==> config.mk <==
export PLATFORM = sky130hd
export DESIGN_NAME = rref_matrix_loader_flat
export DESIGN_NICKNAME = d
export VERILOG_FILES = /design/src/rtl/rref_matrix_loader_pkg.sv /design/src/rtl/rref_matrix_loader_if.sv /design/src/rtl/rref_word_counter.sv /design/src/rtl/rref_matrix_loader.sv /design/src/flat_wrapper.sv
export SDC_FILE = /design/constraint.sdc
export NUM_CORES = 2
export LEC_CHECK = 0
export CAP_MARGIN = 20
export CORE_AREA = 3 3 643 645
export DETAILED_ROUTE_END_ITERATION = 10
export DIE_AREA = 0 0 646 648
export HOLD_SLACK_MARGIN = 0.12
export PLACE_DENSITY_LB_ADDON = 0.3
export SYNTH_ARGS = -nofsm -noshare
export SYNTH_HDL_FRONTEND = slang
export SYNTH_SLANG_ARGS = --single-unit
export TNS_END_PERCENT = 100
==> constraint.sdc <==
create_clock -name clk -period 5.14 [get_ports clk]
set_input_delay 1.028 -clock clk [delete_from_list [all_inputs] [get_ports clk]]
set_output_delay 1.028 -clock clk [all_outputs]
set_load 0.05 [all_outputs]
==> src/rtl/rref_matrix_loader_pkg.sv <==
// Shared definitions for the RREF matrix loader: matrix geometry, element
// indexing, the constant identity matrix and the loader state encoding.
package rref_pkg;

    localparam int N      = 5;
    localparam int W      = 32;
    localparam int NN     = N * N;
    localparam int FLAT_W = N * N * W;
    localparam int CNT_W  = 5;

    typedef enum logic {
        LOAD = 1'b0,
        FULL = 1'b1
    } state_t;

    // Flat element index of (row, column) in row-major order.
    function automatic int idx(input int r, input int c);
        return N * r + c;
    endfunction

    // Identity matrix packed the same way as a_flat: a 1 in the LSB of each
    // diagonal element, every other bit 0.
    function automatic logic [FLAT_W-1:0] build_identity();
        logic [FLAT_W-1:0] m;
        m = '0;
        for (int r = 0; r < N; r++) begin
            m[W * idx(r, r)] = 1'b1;
        end
        return m;
    endfunction

    localparam logic [FLAT_W-1:0] IDENTITY_FLAT = build_identity();

endpackage

==> src/rtl/rref_matrix_loader_if.sv <==
// Word-stream input, matrix output and status signals of the loader.
// The slave side is the loader itself; the master side is whoever feeds
// words in and consumes the assembled matrix.
interface rref_matrix_loader_if;
    import rref_pkg::*;

    logic [W-1:0]      in_data;
    logic              in_valid;
    logic              in_last;
    logic              in_ready;
    logic [FLAT_W-1:0] a_flat;
    logic [FLAT_W-1:0] b_flat;
    logic              out_valid;
    logic              out_ready;
    logic [CNT_W-1:0]  word_cnt;
    logic              frame_err;

    modport master (
        output in_data, in_valid, in_last, out_ready,
        input  in_ready, a_flat, b_flat, out_valid, word_cnt, frame_err
    );

    modport slave (
        input  in_data, in_valid, in_last, out_ready,
        output in_ready, a_flat, b_flat, out_valid, word_cnt, frame_err
    );

endinterface

==> src/rtl/rref_word_counter.sv <==
// Counts accepted words of the current frame (0..25). Clear wins over
// increment, and the count never runs past a full frame.
module rref_word_counter
    import rref_pkg::*;
(
    input  logic             clk,
    input  logic             rst_n,
    input  logic             inc,
    input  logic             clr,
    output logic [CNT_W-1:0] count,
    output logic             is_24,
    output logic             is_25
);

    localparam logic [CNT_W-1:0] LAST_SLOT  = CNT_W'(NN - 1);
    localparam logic [CNT_W-1:0] FULL_COUNT = CNT_W'(NN);

    logic [CNT_W-1:0] count_q;

    // Word count register: reset/clear to zero, otherwise step on each stored word.
    always_ff @(posedge clk) begin
        if (!rst_n) begin
            count_q <= '0;
        end else if (clr) begin
            count_q <= '0;
        end else if (inc && (count_q != FULL_COUNT)) begin
            count_q <= count_q + CNT_W'(1);
        end
    end

    assign count = count_q;
    assign is_24 = (count_q == LAST_SLOT);
    assign is_25 = (count_q == FULL_COUNT);

endmodule

==> src/rtl/rref_matrix_loader.sv <==
// Assembles a row-major 25-word stream into the flat 5x5 'a' bus for the
// combinational RREF stage, supplies the identity as the 'b' bus, and holds
// the complete matrix until the consumer takes it. A frame whose last marker
// does not line up with word 25 is discarded and flagged.
module rref_matrix_loader
    import rref_pkg::*;
(
    input  logic                clk,
    input  logic                rst_n,
    rref_matrix_loader_if.slave bus
);

    state_t            state_q;
    state_t            state_d;
    logic [FLAT_W-1:0] a_q;
    logic              frame_err_q;

    logic              accept;
    logic              frame_bad;
    logic              store;
    logic              take;
    logic [NN-1:0]     slot_we;

    logic [CNT_W-1:0]  word_cnt;
    logic              is_24;
    logic              is_25;

    rref_word_counter u_counter (
        .clk   (clk),
        .rst_n (rst_n),
        .inc   (store),
        .clr   (frame_bad | take),
        .count (word_cnt),
        .is_24 (is_24),
        .is_25 (is_25)
    );

    // Next state plus the accept / framing-error / handshake strobes.
    // A word only counts as good when the last marker coincides with slot 24;
    // a marker anywhere else, or its absence on slot 24, spoils the frame.
    always_comb begin
        state_d   = state_q;
        accept    = 1'b0;
        frame_bad = 1'b0;
        take      = 1'b0;
        case (state_q)
            LOAD: begin
                if (bus.in_valid) begin
                    accept = 1'b1;
                    if (bus.in_last && is_24) begin
                        state_d = FULL;
                    end else if (bus.in_last || is_24) begin
                        frame_bad = 1'b1;
                    end
                end
            end
            FULL: begin
                if (bus.out_ready && is_25) begin
                    take    = 1'b1;
                    state_d = LOAD;
                end
            end
            default: begin
                state_d = LOAD;
            end
        endcase
    end

    assign store = accept & ~frame_bad;

    // One-hot slot write enables decoded from the current word count.
    always_comb begin
        slot_we = '0;
        for (int i = 0; i < NN; i++) begin
            if (store && (word_cnt == CNT_W'(i))) begin
                slot_we[i] = 1'b1;
            end
        end
    end

    // Matrix register: cleared when a frame is discarded or handed off,
    // otherwise each stored word lands in its own slot bit-exact.
    always_ff @(posedge clk) begin
        if (!rst_n) begin
            a_q <= '0;
        end else if (frame_bad || take) begin
            a_q <= '0;
        end else begin
            for (int i = 0; i < NN; i++) begin
                if (slot_we[i]) begin
                    a_q[i*W +: W] <= bus.in_data;
                end
            end
        end
    end

    // State register and the registered one-cycle framing error pulse.
    always_ff @(posedge clk) begin
        if (!rst_n) begin
            state_q     <= LOAD;
            frame_err_q <= 1'b0;
        end else begin
            state_q     <= state_d;
            frame_err_q <= frame_bad;
        end
    end

    assign bus.in_ready  = (state_q == LOAD);
    assign bus.out_valid = (state_q == FULL);
    assign bus.word_cnt  = word_cnt;
    assign bus.frame_err = frame_err_q;
    assign bus.a_flat    = a_q;
    assign bus.b_flat    = IDENTITY_FLAT;

endmodule

==> src/flat_wrapper.sv <==
// flat-port wrapper written by rule: the top's interface ports become plain ports
module rref_matrix_loader_flat import rref_pkg::*;
  (clk, rst_n, bus_in_data, bus_in_valid, bus_in_last, bus_out_ready, bus_in_ready, bus_a_flat, bus_b_flat, bus_out_valid, bus_word_cnt, bus_frame_err);
  rref_matrix_loader_if bus_i ();
  input  logic clk;
  input  logic rst_n;
  input wire logic [$bits(bus_i.in_data)-1:0] bus_in_data;
  input wire logic [$bits(bus_i.in_valid)-1:0] bus_in_valid;
  input wire logic [$bits(bus_i.in_last)-1:0] bus_in_last;
  input wire logic [$bits(bus_i.out_ready)-1:0] bus_out_ready;
  output wire logic [$bits(bus_i.in_ready)-1:0] bus_in_ready;
  output wire logic [$bits(bus_i.a_flat)-1:0] bus_a_flat;
  output wire logic [$bits(bus_i.b_flat)-1:0] bus_b_flat;
  output wire logic [$bits(bus_i.out_valid)-1:0] bus_out_valid;
  output wire logic [$bits(bus_i.word_cnt)-1:0] bus_word_cnt;
  output wire logic [$bits(bus_i.frame_err)-1:0] bus_frame_err;
  assign bus_i.in_data = bus_in_data;
  assign bus_i.in_valid = bus_in_valid;
  assign bus_i.in_last = bus_in_last;
  assign bus_i.out_ready = bus_out_ready;
  assign bus_in_ready = bus_i.in_ready;
  assign bus_a_flat = bus_i.a_flat;
  assign bus_b_flat = bus_i.b_flat;
  assign bus_out_valid = bus_i.out_valid;
  assign bus_word_cnt = bus_i.word_cnt;
  assign bus_frame_err = bus_i.frame_err;
  rref_matrix_loader u_core (.clk(clk), .rst_n(rst_n), .bus(bus_i));
endmodule
==> results <==
- The flow ran to the end, and the final reports show no timing, DRC or antenna violations.
- The classification of the worst-slack hold path is reg -> reg.
- The area growth from synthesis to final layout is 39.2%.
- STA classifies the critical path endpoint as an output port.
- The critical path goes through clkdlybuf4s50_1.
- The global router's overall resource usage is 0.106.
- The clock-pin slew of the registers on the worst-case setup and hold paths is 0.06 ns.
- Using the TritonRoute via totals, the vias-per-cell ratio works out to 3.27.
- The detail route stage leaves a number of antenna-violating nets equal to 0.
- The area taken by multi-input logic gates is 16100 um^2.
- The slowest cell on the critical path is sky130_fd_sc_hd__clkdlybuf4s50_1.
- The area taken by flip-flops and latches is 16200 um^2.
- The floorplan step defined a core boundary enclosing 409000 um^2.
- Of all cell types, the one taking the most synthesized area is sky130_fd_sc_hd__dfxtp_1.
- The number of buffer cells added on primary ports is 844.
- At the pin with the least slew margin, the transition time is 1.11 ns.
- In this run, distinct cell masters in the synthesized netlist total 39.
- The floorplan step set the die width to 646 um.
- For the worst-skew pair, the clock arrives at the later sink with an insertion delay of 0.87 ns.
- The final period utilization is 0.697.
- Setup repair after global routing left no endpoint under its margin.
- By area the synthesized netlist is led by sky130_fd_sc_hd__dfxtp_1, sky130_fd_sc_hd__buf_4, sky130_fd_sc_hd__a21oi_1.
- In this run the clock root is driven by a sky130_fd_sc_hd__clkbuf_16.
- The relative slew slack is 0.261.
- TritonCTS built the clock tree.
- The data arrival time at the worst-slack endpoint is 2.56 ns.
- The final setup TNS is 0 ns.
- The library cell used most frequently in the layout, excluding fill and tap cells, is sky130_fd_sc_hd__clkdlybuf4s50_1.
- Timing analysis after detailed placement gives a worst setup slack of 1.01 ns.
- The maximum number of pins on one net before global-route repair is 129.
- The worst path meets setup with 1.56 ns of slack.
- The die span in y is 648 um.
- The post-synthesis area per instance is 8.07 um^2.
- The H-tree was split into 3 levels.
- The total number of vias is 35000.
- For this run, the slowest stage of the critical path takes 1.01 ns.
- The sink count of the clock tree is 807.
- Of the synthesized area, sequential elements account for 0.430.
- The clock arrives with 0.117 ns of skew.
- The number of DRC markers after the initial detailed-route iteration is 4025.
- TritonCTS created 105 clock buffers.
- The analysis attributes to net switching a power of 5410 uW.
- The layout filler cell count is 47000.
- The congestion estimate from routability-driven global placement came to 0.709.
- The wire length reported by the detailed router is 237 mm.
- The kind of start point of the critical path is a register.
- Power comes to 16300 uW.
- After global routing the overflow that remains totals 0.
- The number of warnings reported in the yosys synthesis log is 0.
- The gate family responsible for the most delay along the worst path is buffers and inverters.
- The top fanout value on the critical path is 16.
- The number of cell rows is 235.
- In this run the cell area of the synthesized design comes to 37500 um^2.
- In this run the cell area measured after placement is 48700 um^2.
- The number of pins exceeding their max-slew limit in the final report is 0.
- The die covers 419000 um^2.
- For this design the ratio of total power to cell area is 312 nW/um^2.
- Max-cap violations in this run came to 0.
- The number of gates resized after CTS was 0.
- Data on the critical path is required at its endpoint by 4.11 ns.
- The number of hold buffers added after CTS is 0.
- The first detailed-routing pass ran for 6 iterations.
- The count of final hold-check violations came to 0.
- Buffers added to address setup during post-CTS repair amount to 0.
- The critical path buffer and inverter count is 1.
- The first global-routing pass estimated 304 mm of wire.
- Of the total power, the share spent switching nets is 0.332.
- Of the post-synthesis cell area, the dominant cell type holds 0.430.
- The number of buffers on the longest clock path is 4.
- The initial antenna violation count is 55.
- The residual DRC count is 0.
- The post-detailed-placement half-perimeter wirelength is 159 mm.
- Internal power comes to 10900 uW.
- The instance count of the mapped netlist is 4649.
- In the final routed layout, each cell accounts on average for 22.1 um.
- The final number of setup-violating endpoints is 0.
- The count of placed standard cells in the final layout, fillers left out is 10700.
- The worst voltage drop across the vdd grid is 0.239 mV.
- Once placement completed, the tool counted placed cells totaling 10500.
- The leakage power is 0.0161 uW.
- The initial cell density of the core is 0.0918.
- Synthesis inferred 807 register bits.
- During I/O placement, the number of pins put on the boundary was 1645.
- The share of total power dissipated in sequential elements is 0.386.
- Subtracting the final worst setup slack from the clock period gives 3.58 ns.
- The path type of the worst setup path is reg -> out.
- The share of power burned in the clock network is 0.471.
- The number of nets in the layout is 5221.
- The fmax is 279 MHz.
- The share of total power dissipated in combinational logic is 0.144.
- The number of global-route vias before repair is 31600.
- Leaving out fill and tap cells, the most frequent cells in the layout are sky130_fd_sc_hd__clkdlybuf4s50_1, sky130_fd_sc_hd__a21oi_1, sky130_fd_sc_hd__dfxtp_1.
- The share of layout cells above drive strength 1 is 0.0717.
- The finished cells cover 52300 um^2.
-- synth_stat cells --
| master | n |
|---|---|
| sky130_fd_sc_hd__o21ai_1 | 153 |
| sky130_fd_sc_hd__clkbuf_2 | 29 |
| sky130_fd_sc_hd__nand4b_1 | 1 |
| sky130_fd_sc_hd__nand3b_1 | 7 |
| sky130_fd_sc_hd__clkbuf_1 | 275 |
| sky130_fd_sc_hd__nand2_1 | 67 |
| sky130_fd_sc_hd__nor2_2 | 1 |
| sky130_fd_sc_hd__nor4b_4 | 3 |
| sky130_fd_sc_hd__buf_6 | 5 |
| sky130_fd_sc_hd__nor3b_1 | 4 |
| sky130_fd_sc_hd__a221oi_2 | 1 |
| sky130_fd_sc_hd__or3_1 | 1 |
| sky130_fd_sc_hd__nor3b_2 | 3 |
| sky130_fd_sc_hd__buf_2 | 219 |
| sky130_fd_sc_hd__nand4b_4 | 1 |
| sky130_fd_sc_hd__a21oi_1 | 804 |
| sky130_fd_sc_hd__and2_1 | 2 |
| sky130_fd_sc_hd__o21ai_0 | 618 |
| sky130_fd_sc_hd__inv_1 | 5 |
| sky130_fd_sc_hd__nor4bb_1 | 5 |
| sky130_fd_sc_hd__nand4bb_1 | 10 |
| sky130_fd_sc_hd__a31oi_1 | 1 |
| sky130_fd_sc_hd__conb_1 | 2 |
| sky130_fd_sc_hd__nor2_1 | 2 |
| sky130_fd_sc_hd__or4b_4 | 4 |
| sky130_fd_sc_hd__ha_1 | 6 |
| sky130_fd_sc_hd__and3b_1 | 7 |
| sky130_fd_sc_hd__nor2b_1 | 1 |
| sky130_fd_sc_hd__and4b_1 | 1 |
| sky130_fd_sc_hd__a311oi_1 | 1 |
| sky130_fd_sc_hd__and4bb_2 | 3 |
| sky130_fd_sc_hd__buf_4 | 817 |
| sky130_fd_sc_hd__dfxtp_1 | 807 |
| sky130_fd_sc_hd__or3b_1 | 5 |
| sky130_fd_sc_hd__nand3_1 | 674 |
| sky130_fd_sc_hd__buf_1 | 6 |
| sky130_fd_sc_hd__o221ai_2 | 1 |
| sky130_fd_sc_hd__and3_1 | 1 |
| sky130_fd_sc_hd__nand4_1 | 96 |
-- cell families (layout without fill, tap and decap cells) --
kind of cell | count (synthesis) | count (layout) | synth area share
fa+ha+maj | 6 | 6 | 0.00200
compound gates | 1579 | 1579 | 0.211
simple gates | 899 | 899 | 0.130
flops | 807 | 807 | 0.430
other cells | 2 | 819 | 0.000200
buf+inv | 1356 | 1166 | 0.227
-- layer usage --
metal / GRT usage / part of all wire / vias to the layer above
li1: - / - / 15600
met1: 0.132 / 0.41 / 17400
met2: 0.184 / 0.50 / 1750
met3: 0.0200 / 0.069 / 248
met4: 0.0284 / 0.027 / 0
met5: 0 / 0 / -
-- registers in the layout (all words and copies together), names as in the netlist --
name	flops
u_core.bus.out_valid	1
u_core.bus.a_flat	800
u_core.bus.frame_err	1
u_core.u_counter.count	5
-- final cells by class --
type | instances | share of cell area
multi-input combinational | 3284 | 0.308
inverter | 5 | 0.000359
timing repair buffer | 975 | 0.184
sequential | 807 | 0.309
clock inverter | 32 | 0.00745
antenna | 19 | 0.000910
tap | 5451 | 0.130
clock buffer | 154 | 0.0593
-- through the flow --
| step | util | hold WS [ns] |
|---|---|---|
| after floorplan | - | 0.671 |
| after global placement | 0.119 | 0.442 |
| after detailed placement | 0.119 | 0.447 |
| after CTS | 0.128 | 0.456 |
| after global routing | 0.128 | 0.472 |
| final | 0.128 | 0.457 |
-- power by group through the flow --
stage	Sequential (uW)	Clock, uW	Combinational [uW]
2_1_floorplan	6470	0	2150
3_3_place_gp	6420	0	2380
6_report	6280	7670	2340
4_1_cts	6280	7930	2380
3_5_place_dp	6420	0	2380
5_1_grt	6280	8120	2440
-- path summary, 6_finish.rpt --
path              cells after the start                                   to                                    from  slack (ns)
setup / recovery                      1                      bus_word_cnt[2]  u_core.u_counter.count[2]$_SDFFE_PP0P_        1.56
hold reg to reg                       2  u_core.bus.a_flat[484]$_SDFFE_PP0P_     u_core.bus.a_flat[484]$_SDFFE_PP0P_        0.46
setup reg to reg                      9  u_core.bus.a_flat[622]$_SDFFE_PP0P_  u_core.u_counter.count[0]$_SDFFE_PP0P_        1.74
hold / removal                        2  u_core.bus.a_flat[484]$_SDFFE_PP0P_     u_core.bus.a_flat[484]$_SDFFE_PP0P_        0.46
Power figures use the tool's default switching activity.
